$ cat src/rtl/fft_job_scheduler.sv
// FFT job scheduler: queues per-channel FFT jobs in a FIFO, dispatches them one at a time to a
// single engine and tracks per-channel done/error/scale status with a watchdog on the engine.
module fft_job_scheduler #(
    parameter int unsigned NUM_CHANNELS        = 4,
    parameter int unsigned QUEUE_DEPTH         = 4,
    parameter int unsigned FFT_MAX_LENGTH_LOG2 = 12,
    parameter int unsigned FFT_MIN_LENGTH_LOG2 = 8,
    parameter int unsigned TIMEOUT_WIDTH       = 16,
    localparam int unsigned CW = $clog2(NUM_CHANNELS),
    localparam int unsigned QW = $clog2(QUEUE_DEPTH)
) (
    input  logic                      clk_i,
    input  logic                      reset_n_i,
    input  logic                      job_valid_i,
    output logic                      job_ready_o,
    input  logic [CW-1:0]             job_chan_i,
    input  logic [3:0]                job_len_log2_i,
    input  logic                      job_rescale_i,
    output logic                      fft_start_o,
    output logic                      fft_reset_o,
    output logic [11:0]               fft_length_log2_o,
    output logic                      fft_rescale_en_o,
    input  logic                      fft_busy_i,
    input  logic                      fft_done_i,
    input  logic                      fft_error_i,
    input  logic [7:0]                scale_factor_i,
    input  logic [TIMEOUT_WIDTH-1:0]  timeout_cycles_i,
    input  logic                      flush_i,
    input  logic [2*NUM_CHANNELS-1:0] int_enable_i,
    input  logic [NUM_CHANNELS-1:0]   chan_clear_i,
    output logic [NUM_CHANNELS-1:0]   chan_done_o,
    output logic [NUM_CHANNELS-1:0]   chan_error_o,
    output logic [8*NUM_CHANNELS-1:0] chan_scale_o,
    output logic [CW-1:0]             active_chan_o,
    output logic                      busy_o,
    output logic [QW:0]               queue_count_o,
    output logic                      irq_done_o,
    output logic                      irq_error_o
);

    typedef enum logic [1:0] {StIdle, StStart, StWait} state_t;

    localparam int unsigned EW = CW + 5;
    localparam logic [QW:0] QDEPTH = QUEUE_DEPTH[QW:0];

    state_t                    r_state;
    logic [EW-1:0]             r_mem [QUEUE_DEPTH];
    logic [QW-1:0]             r_wptr;
    logic [QW-1:0]             r_rptr;
    logic [QW:0]               r_count;
    logic                      r_start;
    logic                      r_freset;
    logic                      r_rescale;
    logic [3:0]                r_len;
    logic [CW-1:0]             r_chan;
    logic [TIMEOUT_WIDTH-1:0]  r_wdog;
    logic [NUM_CHANNELS-1:0]   r_done;
    logic [NUM_CHANNELS-1:0]   r_err;
    logic [8*NUM_CHANNELS-1:0] r_scale;

    logic                      w_len_ok;
    logic                      w_accept;
    logic                      w_push;
    logic                      w_pop;
    logic                      w_tmo;
    logic                      w_eng_done;
    logic                      w_eng_err;
    logic [EW-1:0]             w_head;
    logic [NUM_CHANNELS-1:0]   w_done_set;
    logic [NUM_CHANNELS-1:0]   w_err_set;
    logic                      w_unused;

    // Engine busy is reported status only; dispatch never waits on it.
    assign w_unused = fft_busy_i;

    assign job_ready_o = (r_count < QDEPTH) && !flush_i;
    assign w_len_ok    = ({28'd0, job_len_log2_i} >= FFT_MIN_LENGTH_LOG2) &&
                         ({28'd0, job_len_log2_i} <= FFT_MAX_LENGTH_LOG2);
    assign w_accept    = job_valid_i && job_ready_o;
    assign w_push      = w_accept && w_len_ok;
    assign w_pop       = (r_state == StIdle) && (r_count != '0) && !flush_i;
    assign w_head      = r_mem[r_rptr];

    // Error beats done beats watchdog; flush overrides all and sets nothing.
    assign w_tmo      = (r_state == StWait) && (timeout_cycles_i != '0) &&
                        (r_wdog == timeout_cycles_i);
    assign w_eng_done = (r_state == StWait) && !flush_i && fft_done_i && !fft_error_i;
    assign w_eng_err  = (r_state == StWait) && !flush_i &&
                        (fft_error_i || (w_tmo && !fft_done_i));

    always_comb begin
        w_done_set = '0;
        w_err_set  = '0;
        for (int unsigned c = 0; c < NUM_CHANNELS; c++) begin
            if (w_accept && !w_len_ok && (job_chan_i == CW'(c))) begin
                w_err_set[c] = 1'b1;
            end
            if (r_chan == CW'(c)) begin
                w_done_set[c] = w_eng_done;
                w_err_set[c]  = w_err_set[c] | w_eng_err;
            end
        end
    end

    always_ff @(posedge clk_i) begin
        if (w_push) begin
            r_mem[r_wptr] <= {job_rescale_i, job_len_log2_i, job_chan_i};
        end
    end

    always_ff @(posedge clk_i or negedge reset_n_i) begin
        if (!reset_n_i) begin
            r_wptr  <= '0;
            r_rptr  <= '0;
            r_count <= '0;
        end else if (flush_i) begin
            r_wptr  <= '0;
            r_rptr  <= '0;
            r_count <= '0;
        end else begin
            if (w_push) begin
                r_wptr <= r_wptr + 1'b1;
            end
            if (w_pop) begin
                r_rptr <= r_rptr + 1'b1;
            end
            if (w_push && !w_pop) begin
                r_count <= r_count + 1'b1;
            end else if (!w_push && w_pop) begin
                r_count <= r_count - 1'b1;
            end
        end
    end

    always_ff @(posedge clk_i or negedge reset_n_i) begin
        if (!reset_n_i) begin
            r_state   <= StIdle;
            r_start   <= 1'b0;
            r_freset  <= 1'b0;
            r_rescale <= 1'b0;
            r_len     <= '0;
            r_chan    <= '0;
            r_wdog    <= '0;
        end else begin
            r_start  <= 1'b0;
            r_freset <= 1'b0;
            unique case (r_state)
                StIdle: begin
                    if (w_pop) begin
                        r_chan    <= w_head[CW-1:0];
                        r_len     <= w_head[CW+3:CW];
                        r_rescale <= w_head[EW-1];
                        r_start   <= 1'b1;
                        r_state   <= StStart;
                    end
                end
                StStart: begin
                    r_wdog <= '0;
                    if (flush_i) begin
                        r_freset <= 1'b1;
                        r_state  <= StIdle;
                    end else begin
                        r_state <= StWait;
                    end
                end
                StWait: begin
                    if (flush_i) begin
                        r_freset <= 1'b1;
                        r_state  <= StIdle;
                    end else if (fft_error_i || fft_done_i) begin
                        r_state <= StIdle;
                    end else if (w_tmo) begin
                        r_freset <= 1'b1;
                        r_state  <= StIdle;
                    end else begin
                        r_wdog <= r_wdog + 1'b1;
                    end
                end
                default: r_state <= StIdle;
            endcase
        end
    end

    // Set wins over a coincident W1C clear.
    always_ff @(posedge clk_i or negedge reset_n_i) begin
        if (!reset_n_i) begin
            r_done  <= '0;
            r_err   <= '0;
            r_scale <= '0;
        end else begin
            r_done <= (r_done & ~chan_clear_i) | w_done_set;
            r_err  <= (r_err & ~chan_clear_i) | w_err_set;
            for (int unsigned c = 0; c < NUM_CHANNELS; c++) begin
                if (w_done_set[c]) begin
                    r_scale[8*c +: 8] <= scale_factor_i;
                end
            end
        end
    end

    assign fft_start_o       = r_start;
    assign fft_reset_o       = r_freset;
    assign fft_length_log2_o = {8'd0, r_len};
    assign fft_rescale_en_o  = r_rescale;
    assign chan_done_o       = r_done;
    assign chan_error_o      = r_err;
    assign chan_scale_o      = r_scale;
    assign active_chan_o     = r_chan;
    assign busy_o            = (r_state != StIdle) || (r_count != '0);
    assign queue_count_o     = r_count;
    assign irq_done_o        = |(r_done & int_enable_i[NUM_CHANNELS-1:0]);
    assign irq_error_o       = |(r_err & int_enable_i[2*NUM_CHANNELS-1:NUM_CHANNELS]);

endmodule

$ cat config.mk
export PLATFORM = sky130hd
export DESIGN_NAME = fft_job_scheduler
export DESIGN_NICKNAME = d
export VERILOG_FILES = /design/src/rtl/fft_job_scheduler.sv
export SDC_FILE = /design/constraint.sdc
export NUM_CORES = 1
export LEC_CHECK = 0
export ABC_AREA = 1
export ABC_CLOCK_PERIOD_IN_PS = 1900
export BUFFER_PORTS_ARGS = -buffer_cell sky130_fd_sc_hd__buf_2
export CORE_MARGIN = 4
export CORE_UTILIZATION = 49
export CTS_BUF_LIST = sky130_fd_sc_hd__clkbuf_8 sky130_fd_sc_hd__clkbuf_16
export CTS_CLUSTER_DIAMETER = 150
export DETAILED_ROUTE_END_ITERATION = 8
export MAX_ROUTING_LAYER = met4
export PLACE_DENSITY = 0.76
export SYNTH_ARGS = -nofsm -noshare
export SYNTH_HDL_FRONTEND = slang
export SYNTH_SLANG_ARGS = --single-unit
export TNS_END_PERCENT = 1
$ cat constraint.sdc
create_clock -name clk_i -period 1.9 [get_ports clk_i]
set_input_delay 0.285 -clock clk_i [delete_from_list [all_inputs] [get_ports clk_i]]
set_output_delay 0.285 -clock clk_i [all_outputs]
set_load 0.03 [all_outputs]
==> results.yml, run 1 <==
worst_setup_path:
  timing.rr.end: "queue_count_o[2]$_DFFE_PN0P_"
  startpoint_type: "register"
  slowest_stage: "dfrtp_1"
  rr_worst_depth: 10
  critPathRequiredTime_ns: 2.18
  cp_max_fo: 3
  crit_start: "r_state[1]$_DFFE_PN0P_"
  end_kind: "register"
  cp.arrival_ns: 2.15
  path_class: "reg -> reg"
  r2r_start: "r_state[1]$_DFFE_PN0P_"
  critical_path.cell_chain: "inv_2, ha_1, nand2_1, nor2_2, nor2_2, fa_2, xor2_1, xor2_1, nand3_1, nand2_1"
  reg2reg_slack_ns: 0.02
  max_stage_delay_ns: 0.42
sta:
  fin_crit_ns: 1.88
  fin_ws_ns: 0.0230
  hold_viol_final: 0
  setup_viol: 0
  rsz0062_at_grt: "yes"
  period_share_pct: 98.8
  skew_ns: 0.0134
  drv_slew: 0
  fmax_mhz: 533
  tns_ns: 0
layout:
  drive_above_1_share_pct: 25.3
  final_nets: 799
  antenna_cells: 0
  syn2layout_area_growth_pct: 20.0
  fin_util_pct: 60.0
  final_area_um2: 6140
  regArea_um2: 2700
  multi_input_area_um2: 2030
  fillers: 913
pwr:
  switchingPower_mw: 3.20
  ir_drop_mv: 0.910
  combPwrFrac_pct: 41.4
  internal_power_mw: 4.21
  swShare_pct: 43.2
  power_per_cell_area_nw_per_um2: 1210
  power_frac_seq_pct: 40.3
  finalPower_mw: 7.41
  pwr-share-clk_pct: 18.2
  p_leak_nw: 3.05
cts:
  cts.path.max_buffers: 2
  clk_pin_slew_ns: 0.11
  cts-htree-levels: 3
  numCtsBuffers: 9
  root_buffer: "clkbuf_8"
  cts_tree: "yes"
  cts_sinks: 102
  worstSkewPairLatency_ns: 0.38
synth:
  syn_inst: 612
  yosysSeqAreaShare_pct: 52.6
  yosys_warnings: 0
  syn_avg_cell_area_um2: 8.37
  synth-xor-area-share_pct: 2.05
  synthSimpleGateAreaFrac_pct: 24.8
  synth_edf_count: 28
  synthAdderAreaFrac_pct: 2.59
  synthFlopType: "dfrtp_1"
  synthArstFlopShare_pct: 72.5
  ys_seq_elements: 102
  synth.area.mux_share_pct: 0
  synth_area_um2: 5120
  synth-compound-area-share_pct: 9.29
  ys_types: 36
  synth_top_family_by_area: "simple AND/OR/NAND/NOR gates"
place:
  port_buffers: 104
  pre_cts_ws_ns: -0.0420
  place_hpwl_um: 8740
  place_area_um2: 5900
  globalplace.congestion: 0.949
floorplan:
  die_w_um: 110
  die_y_um: 110
  start_util_pct: 50.0
  core_um2: 10200
  rows: 37
  dieArea_um2: 12100
  ioPinCount: 114
worst_hold_path:
  holdPathEnd: "r_mem[3][6]$_DFFE_PP_"
  hold_class: "in -> reg"
  hold_depth: 1
  min-delay-start: "job_rescale_i"
drt:
  drt-initial-drc-count: 195
  num_vias: 4281
  wl_um: 11700
  dr.pass1.iters: 5
  postRouteAntennaNets: 0
  via_per_inst: 4.86
  wl_per_cell_um: 13.3
  drcViolationCount: 0
job:
  drv_cap: 0
grt:
  grt_start_max_net_pins: 75
  grt_util_all_layers_pct: 21.0
  grt_overflow_total: 0
  grt_pass1_wl_um: 19200
  antenna_found_initial: 0
  grt_pass1_vias: 4119
run_status:
  status: "complete, no violations"
## synthesized netlist by cell type (2+ instances only)
library cell  number  share of area, %
o21ai_2            7               1.2
nor2_2             4              0.49
nor3_1             5              0.49
nand3_1           22               2.2
o21ai_0           57               5.6
edfxtp_1          28                16
o32ai_1            4              0.68
clkbuf_1           7              0.51
ha_1               9               2.2
nand4_1            4              0.49
xor2_1            12               2.1
inv_1             73               5.4
a21oi_1            3              0.29
nor2_1            64               4.7
nand2_1          189                14
nand2_2            7              0.86
o22ai_1            8              0.98
dfrtp_1           74                36
or2_2              2              0.24
inv_2              9              0.66
buf_4              9               1.3
## power by group through the flow
stage	clock, mW	sequential (mW)	combinational, mW
finish	1.35	2.99	3.07
global route	1.49	3.05	3.37
detailed placement	0	3.01	3.04
global placement	0	3.00	2.96
CTS	1.39	2.99	3.04
floorplan	0	3.71	1.35
## metrics by stage
stage          cells  hold slack [ns]
6_report         880            0.118
5_1_grt          880           0.0970
4_1_cts          877           0.0918
3_5_place_dp     860            0.343
3_3_place_gp     860            0.343
2_1_floorplan    619          -0.0106
## cells by family (layout without fill, tap and decap cells)
family | count (synthesis) | count (layout)
other cells | 1 | 8
compound gates | 82 | 82
buf+inv | 102 | 227
flops | 102 | 102
fa+ha+maj | 10 | 10
xor+xnor | 12 | 12
simple gates | 303 | 303
## cells in the final DEF, fill, tap and decap left out, types with 9 or more instances in the layout
cell type / n
o21ai_0: 57
buf_4: 20
dfrtp_1: 71
edfxtp_1: 28
inv_1: 71
nand2_1: 189
nand3_1: 22
clkbuf_8: 9
xor2_1: 12
nor2_1: 62
inv_2: 11
buf_2: 104
## area by class of cell
type	instances	area share, %
sequential	102	43.9
timing repair buffer	128	12.1
clock inverter	7	1.18
multi-input combinational	415	33.0
clock buffer	9	2.02
inverter	83	5.07
tap	136	2.77
## worst max-delay path by stage
stage	slack [ns]	to	cells after the start
after global routing	-0.12	queue_count_o[2]$_DFFE_PN0P_	10
after global placement	0.04	queue_count_o[2]$_DFFE_PN0P_	10
final	0.02	queue_count_o[2]$_DFFE_PN0P_	10
after detailed placement	-0.04	queue_count_o[2]$_DFFE_PN0P_	10
after CTS	0.01	r_wdog[14]$_DFFE_PN0P_	11
after floorplan	0.01	queue_count_o[2]$_DFFE_PN0P_	10
## state kept, by name, summed over array words and instances (netlist names)
name / cells
queue_count_o: 3
r_rptr: 2
chan_scale_o: 32
r_wdog: 16
r_state: 2
fft_rescale_en_o: 1
fft_reset_o: 1
r_wptr: 2
active_chan_o: 2
r_mem: 28
r_len: 4
fft_start_o: 1
chan_done_o: 4
chan_error_o: 4
## worst max-delay path, delay by kind of cell, from the launching register on
| kind | cells | cell delay [ns] |
|---|---|---|
| buf+inv | 1 | 0.08 |
| xor+xnor | 2 | 0.31 |
| flops | 1 | 0.42 |
| fa+ha+maj | 2 | 0.50 |
| simple gates | 5 | 0.45 |
## timing repair
action / CTS / global route
buffers inserted: 0 / 3
hold endpoints to repair: 74 / 0
pin swaps: 0 / 1
gates resized for setup: 3 / 4
hold buffers: 1 / 0
endpoints found under the setup margin: 14 / 23
## per-layer routing
layer,track usage (%),share of wire [%],routed length (um),vias up
met5,-,0,0,-
met4,6.07,1.2,143,0
met3,5.30,7.1,835,12
met2,31.2,45,5260,139
met1,28.9,47,5450,1968
li1,-,-,-,2162
(Power assumes the default switching activity.)
==> inputs of run 2 (changes only) <==
Settings changed: ABC_CLOCK_PERIOD_IN_PS 1900 to 2350, CORE_UTILIZATION 49 to 55, PLACE_DENSITY 0.76 to 0.81.
Clock period 1.9 ns to 2.35 ns, I/O delays scaled along.
==> run 2 against run 1 <==
  * Via count up 2.8%
  * Cell count down 4.8%
  * Clock skew down 0.0017 ns
  * Highest routed layer unchanged
  * Die area down 10%
  * Critical endpoint unchanged
==> results.yml, run 2 (synthesis gave the netlist of run 1 again) <==
run_status:
  status: "complete, no violations"
layout:
  layout_common_cells: "nand2_1 (189), buf_2 (104), inv_1 (74), dfrtp_1 (74), nor2_1 (64)"
  final_nets: 785
  final_area_um2: 5940
  antenna_cells: 0
  final_common_cell: "nand2_1"
  syn2layout_area_growth_pct: 16.0
  drive_above_1_share_pct: 22.5
  largest_reg_flops: 32
cts:
  ctsHoldBuffers: 0
  clk_pin_slew_ns: 0.10
  numCtsBuffers: 9
  root_buffer: "clkbuf_8"
  worstSkewPairLatency_ns: 0.36
  cts.path.max_buffers: 2
  cts_sinks: 102
  post_cts_resized: 0
  postCtsSetupBuffers: 0
  cts_tree: "yes"
  cts-htree-levels: 3
place:
  place_hpwl_um: 9010
  place_area_um2: 5760
  globalplace.congestion: 0.891
  port_buffers: 104
pwr:
  pwr-share-clk_pct: 17.8
  swShare_pct: 43.9
  combPwrFrac_pct: 40.0
  finalPower_mw: 5.75
  ir_drop_mv: 0.774
  internal_power_mw: 3.23
  power_per_cell_area_nw_per_um2: 969
  switchingPower_mw: 2.53
  power_frac_seq_pct: 42.2
  p_leak_nw: 2.99
grt:
  antenna_found_initial: 0
  grt_start_max_net_pins: 75
  grt_pass1_vias: 4279
  grt_overflow_total: 0
  grt_util_all_layers_pct: 23.5
  grt_pass1_wl_um: 20500
worst_setup_path:
  path_class: "reg -> reg"
  cp_max_fo: 4
  rr_worst_depth: 10
  critPathRequiredTime_ns: 2.61
  cp.arrival_ns: 2.35
  end_kind: "register"
  startpoint_type: "register"
sta:
  fin_crit_ns: 2.09
  rsz0062_at_grt: "no"
  setup_viol: 0
  fmax_mhz: 478
  tns_ns: 0
  hold_viol_final: 0
  period_share_pct: 89.0
  slew_headroom_pct: 65.3
  skew_ns: 0.0116
  worst_slew_pin_slew_ns: 0.519
  drv_slew: 0
drt:
  via_per_inst: 5.25
  wl_um: 12000
  drcViolationCount: 0
  postRouteAntennaNets: 0
  num_vias: 4401
  wl_per_cell_um: 14.3
  drt-initial-drc-count: 278
  dr.pass1.iters: 5
floorplan:
  die_w_um: 104
  rows: 34
  ioPinCount: 114
  core_um2: 8890
  dieArea_um2: 10900
  start_util_pct: 57.6
  die_y_um: 104
job:
  drv_cap: 0
worst_hold_path:
  hold_class: "in -> async"
run 2: cell type report:
class,instances,area (um2)
tap,108,135
inverter,83,312
clock inverter,7,56.3
fill,733,2950
multi-input combinational,415,2010
clock buffer,9,124
sequential,102,2690
timing repair buffer,114,608
run 2: critical path, cell delays in order (launching register included):
cell and delay [ns]:
dfrtp_1 0.42, inv_1 0.14, ha_1 0.22, nand2_1 0.13, nor2_1 0.18, nor2_2 0.09
fa_1 0.38, xor2_1 0.16, xor2_1 0.16, nand3_1 0.07, nand2_1 0.05
run 2: power groups by stage:
stage	Clock [mW]	Combinational, mW	Sequential, mW
2_1_floorplan	0	1.09	3.00
4_1_cts	1.05	2.32	2.43
5_1_grt	1.13	2.51	2.48
3_3_place_gp	0	2.23	2.44
6_report	1.02	2.30	2.43
3_5_place_dp	0	2.31	2.45
run 2: path summary, 6_finish.rpt:
check,startpoint,endpoint,slack (ns)
worst max register to register,r_state[1]$_DFFE_PN0P_,queue_count_o[2]$_DFFE_PN0P_,0.26
worst min register to register,fft_rescale_en_o$_DFFE_PN0P_,fft_rescale_en_o$_DFFE_PN0P_,0.49
worst min-delay path,reset_n_i,chan_error_o[0]$_DFF_PN0_,0.02
min in group clk_i,job_rescale_i,r_mem[3][6]$_DFFE_PP_,0.21
max in group asynchronous,reset_n_i,chan_scale_o[30]$_DFFE_PN0P_,2.02
worst max-delay path,r_state[1]$_DFFE_PN0P_,queue_count_o[2]$_DFFE_PN0P_,0.26
run 2: stage by stage:
step	worst slack [ns]	util, %	hold slack (ns)	instances
2_1_floorplan	0.343	-	0.0569	619
6_report	0.257	66.8	0.0159	838
4_1_cts	0.294	66.8	0.0221	838
3_3_place_gp	0.404	64.8	0.413	822
3_5_place_dp	0.312	64.8	0.419	822
5_1_grt	0.128	66.8	0.0392	838
run 2: layer usage:
layer | wire length, um | up-vias | global-route usage, %
li1 | - | 2140 | -
met2 | 5790 | 140 | 37.2
met5 | 0 | - | -
met1 | 5300 | 2108 | 31.5
met3 | 725 | 13 | 4.78
met4 | 135 | 0 | 5.41
==> inputs of run 3 (changes only) <==
Settings changed: REMOVE_ABC_BUFFERS from default to 1.
==> run 3 against run 2 <==
  * Die area stayed put
  * Hold slack better by 0.18 ns
  * First-iteration DRC count is 11% lower
  * Clock power is 18% higher
  * Routed wire length is 1.7% lower
  * Clock-buffer cell count is 1 higher
  * Sequential power is 2% lower
  * Fmax is 2.2% higher
  * Cell count is 0.24% higher
  * Sequential share of layout area is 0.48 points lower
  * Via count is 1.9% lower
  * Register-to-register slack better by 0.04 ns
==> results.yml, run 3 (synthesis gave the netlist of run 1 again) <==
run_status:
  status: "complete, no violations"
drt:
  dr.pass1.iters: 5
  num_vias: 4319
  postRouteAntennaNets: 0
  wl_per_cell_um: 14.0
  drcViolationCount: 0
  wl_um: 11800
  drt-initial-drc-count: 247
  via_per_inst: 5.14
sta:
  period_share_pct: 87.2
  skew_ns: 0.00969
  hold_viol_final: 0
  rsz0062_at_grt: "no"
  fmax_mhz: 488
  tns_ns: 0
  slew_headroom_pct: 63.5
  fin_crit_ns: 2.05
  worst_slew_pin_slew_ns: 0.546
  drv_slew: 0
  setup_viol: 0
  worst_hold_slack_ns: 0.195
worst_hold_path:
  hold_class: "in -> reg"
  holdPathEnd: "chan_done_o[2]$_DFF_PN0_"
  min-delay-start: "chan_clear_i[2]"
  hold_depth: 2
floorplan:
  core_um2: 8890
  start_util_pct: 57.6
  rows: 34
  dieArea_um2: 10900
  die_y_um: 104
  die_w_um: 104
  ioPinCount: 114
cts:
  worstSkewPairLatency_ns: 0.37
  cts_tree: "yes"
  cts-htree-levels: 3
  cts_sinks: 102
  postCtsSetupBuffers: 0
  cts.path.max_buffers: 2
  numCtsBuffers: 9
  root_buffer: "clkbuf_8"
  clk_pin_slew_ns: 0.10
layout:
  drive_above_1_share_pct: 22.5
  final_common_cell: "nand2_1"
  largest_reg_flops: 32
  syn2layout_area_growth_pct: 17.3
  antenna_cells: 0
  layout_common_cells: "nand2_1 (189), buf_2 (103), dfrtp_1 (74)"
  final_area_um2: 6000
  final_nets: 787
worst_setup_path:
  path_class: "reg -> reg"
  rr_worst_depth: 10
  critPathRequiredTime_ns: 2.62
  r2r_start: "r_state[0]$_DFFE_PN0P_"
  end_kind: "register"
  reg2reg_slack_ns: 0.30
  timing.rr.end: "queue_count_o[2]$_DFFE_PN0P_"
  cp_max_fo: 4
  startpoint_type: "register"
  cp.arrival_ns: 2.32
grt:
  grt_pass1_vias: 4284
  grt_pass1_wl_um: 19800
  grt_util_all_layers_pct: 22.8
  antenna_found_initial: 0
  grt_start_max_net_pins: 57
  grt_overflow_total: 0
place:
  globalplace.congestion: 0.989
  place_hpwl_um: 8690
  port_buffers: 104
  place_area_um2: 5770
pwr:
  power_per_cell_area_nw_per_um2: 985
  ir_drop_mv: 0.804
  p_leak_nw: 3.01
job:
  drv_cap: 0
## run 3: cell types whose count changed in the layout (fill, tap and decap cells not counted), sizes merged
cell         previous run  this run
clkinvlp                0         1
bufinv                  0         1
buf                   114       115
dlygate4sd3             0         1
clkbuf                  9        10
inv                    86        85
clkinv                  4         2
## run 3: layout make-up
class	instances	area [um2]
repair buffers	116	628
flip-flops and latches	102	2690
clock buffers	10	149
inverters	83	312
well taps	108	135
clock inverters	6	75.1
multi-input cells	415	2010
fillers	686	2890
## run 3: worst max-delay path, stage by stage, from the launching register on
cell     delay, ns
dfrtp_1       0.41
inv_1         0.11
ha_1          0.21
nand2_1       0.12
nor2_1        0.17
nor2_2        0.09
fa_1          0.40
xor2_1        0.16
xor2_1        0.16
nand3_1       0.07
nand2_1       0.05
## run 3: how the worst max path moves through the flow
stage | slack [ns] | end | from
finish | 0.30 | queue_count_o[2]$_DFFE_PN0P_ | r_state[0]$_DFFE_PN0P_
global placement | 0.39 | queue_count_o[2]$_DFFE_PN0P_ | job_len_log2_i[1]
CTS | 0.28 | queue_count_o[2]$_DFFE_PN0P_ | r_state[0]$_DFFE_PN0P_
floorplan | 0.03 | queue_count_o[2]$_DFFE_PN0P_ | queue_count_o[2]$_DFFE_PN0P_
detailed placement | 0.31 | queue_count_o[2]$_DFFE_PN0P_ | r_state[0]$_DFFE_PN0P_
global route | 0.09 | queue_count_o[2]$_DFFE_PN0P_ | r_state[0]$_DFFE_PN0P_
## run 3: power breakdown
part / total, mW / switching (mW) / internal (mW) / leakage, nW
clock network: 1.20 / 0.622 / 0.576 / 0.111
logic: 2.32 / 1.66 / 0.664 / 1.64
registers: 2.39 / 0.229 / 2.16 / 1.26
total: 5.91 / 2.51 / 3.40 / 3.01
## run 3: per-layer routing
metal | track usage, % | share of wire (%) | wire, um | vias up
met2 | 36.4 | 48 | 5690 | 165
met1 | 28.5 | 43 | 5060 | 1974
met5 | - | 0 | 0 | -
li1 | - | - | - | 2147
met3 | 5.15 | 6.2 | 729 | 33
met4 | 8.55 | 2.3 | 272 | 0
## run 3: stage by stage
step	std cells	setup slack (ns)	total power, mW	util [%]
global placement	823	0.391	4.65	64.9
global route	840	0.0904	6.30	67.5
floorplan	600	0.0337	3.98	-
detailed placement	823	0.311	4.73	64.9
finish	840	0.302	5.91	67.5
CTS	840	0.282	5.95	67.5
## run 3: what timing repair did
| action | in CTS | in global routing |
|---|---|---|
| hold buffers | 1 | 0 |
| endpoints found under the hold margin | 18 | 0 |
| resized for setup | 0 | 0 |
| endpoints found under the setup margin | 0 | 0 |
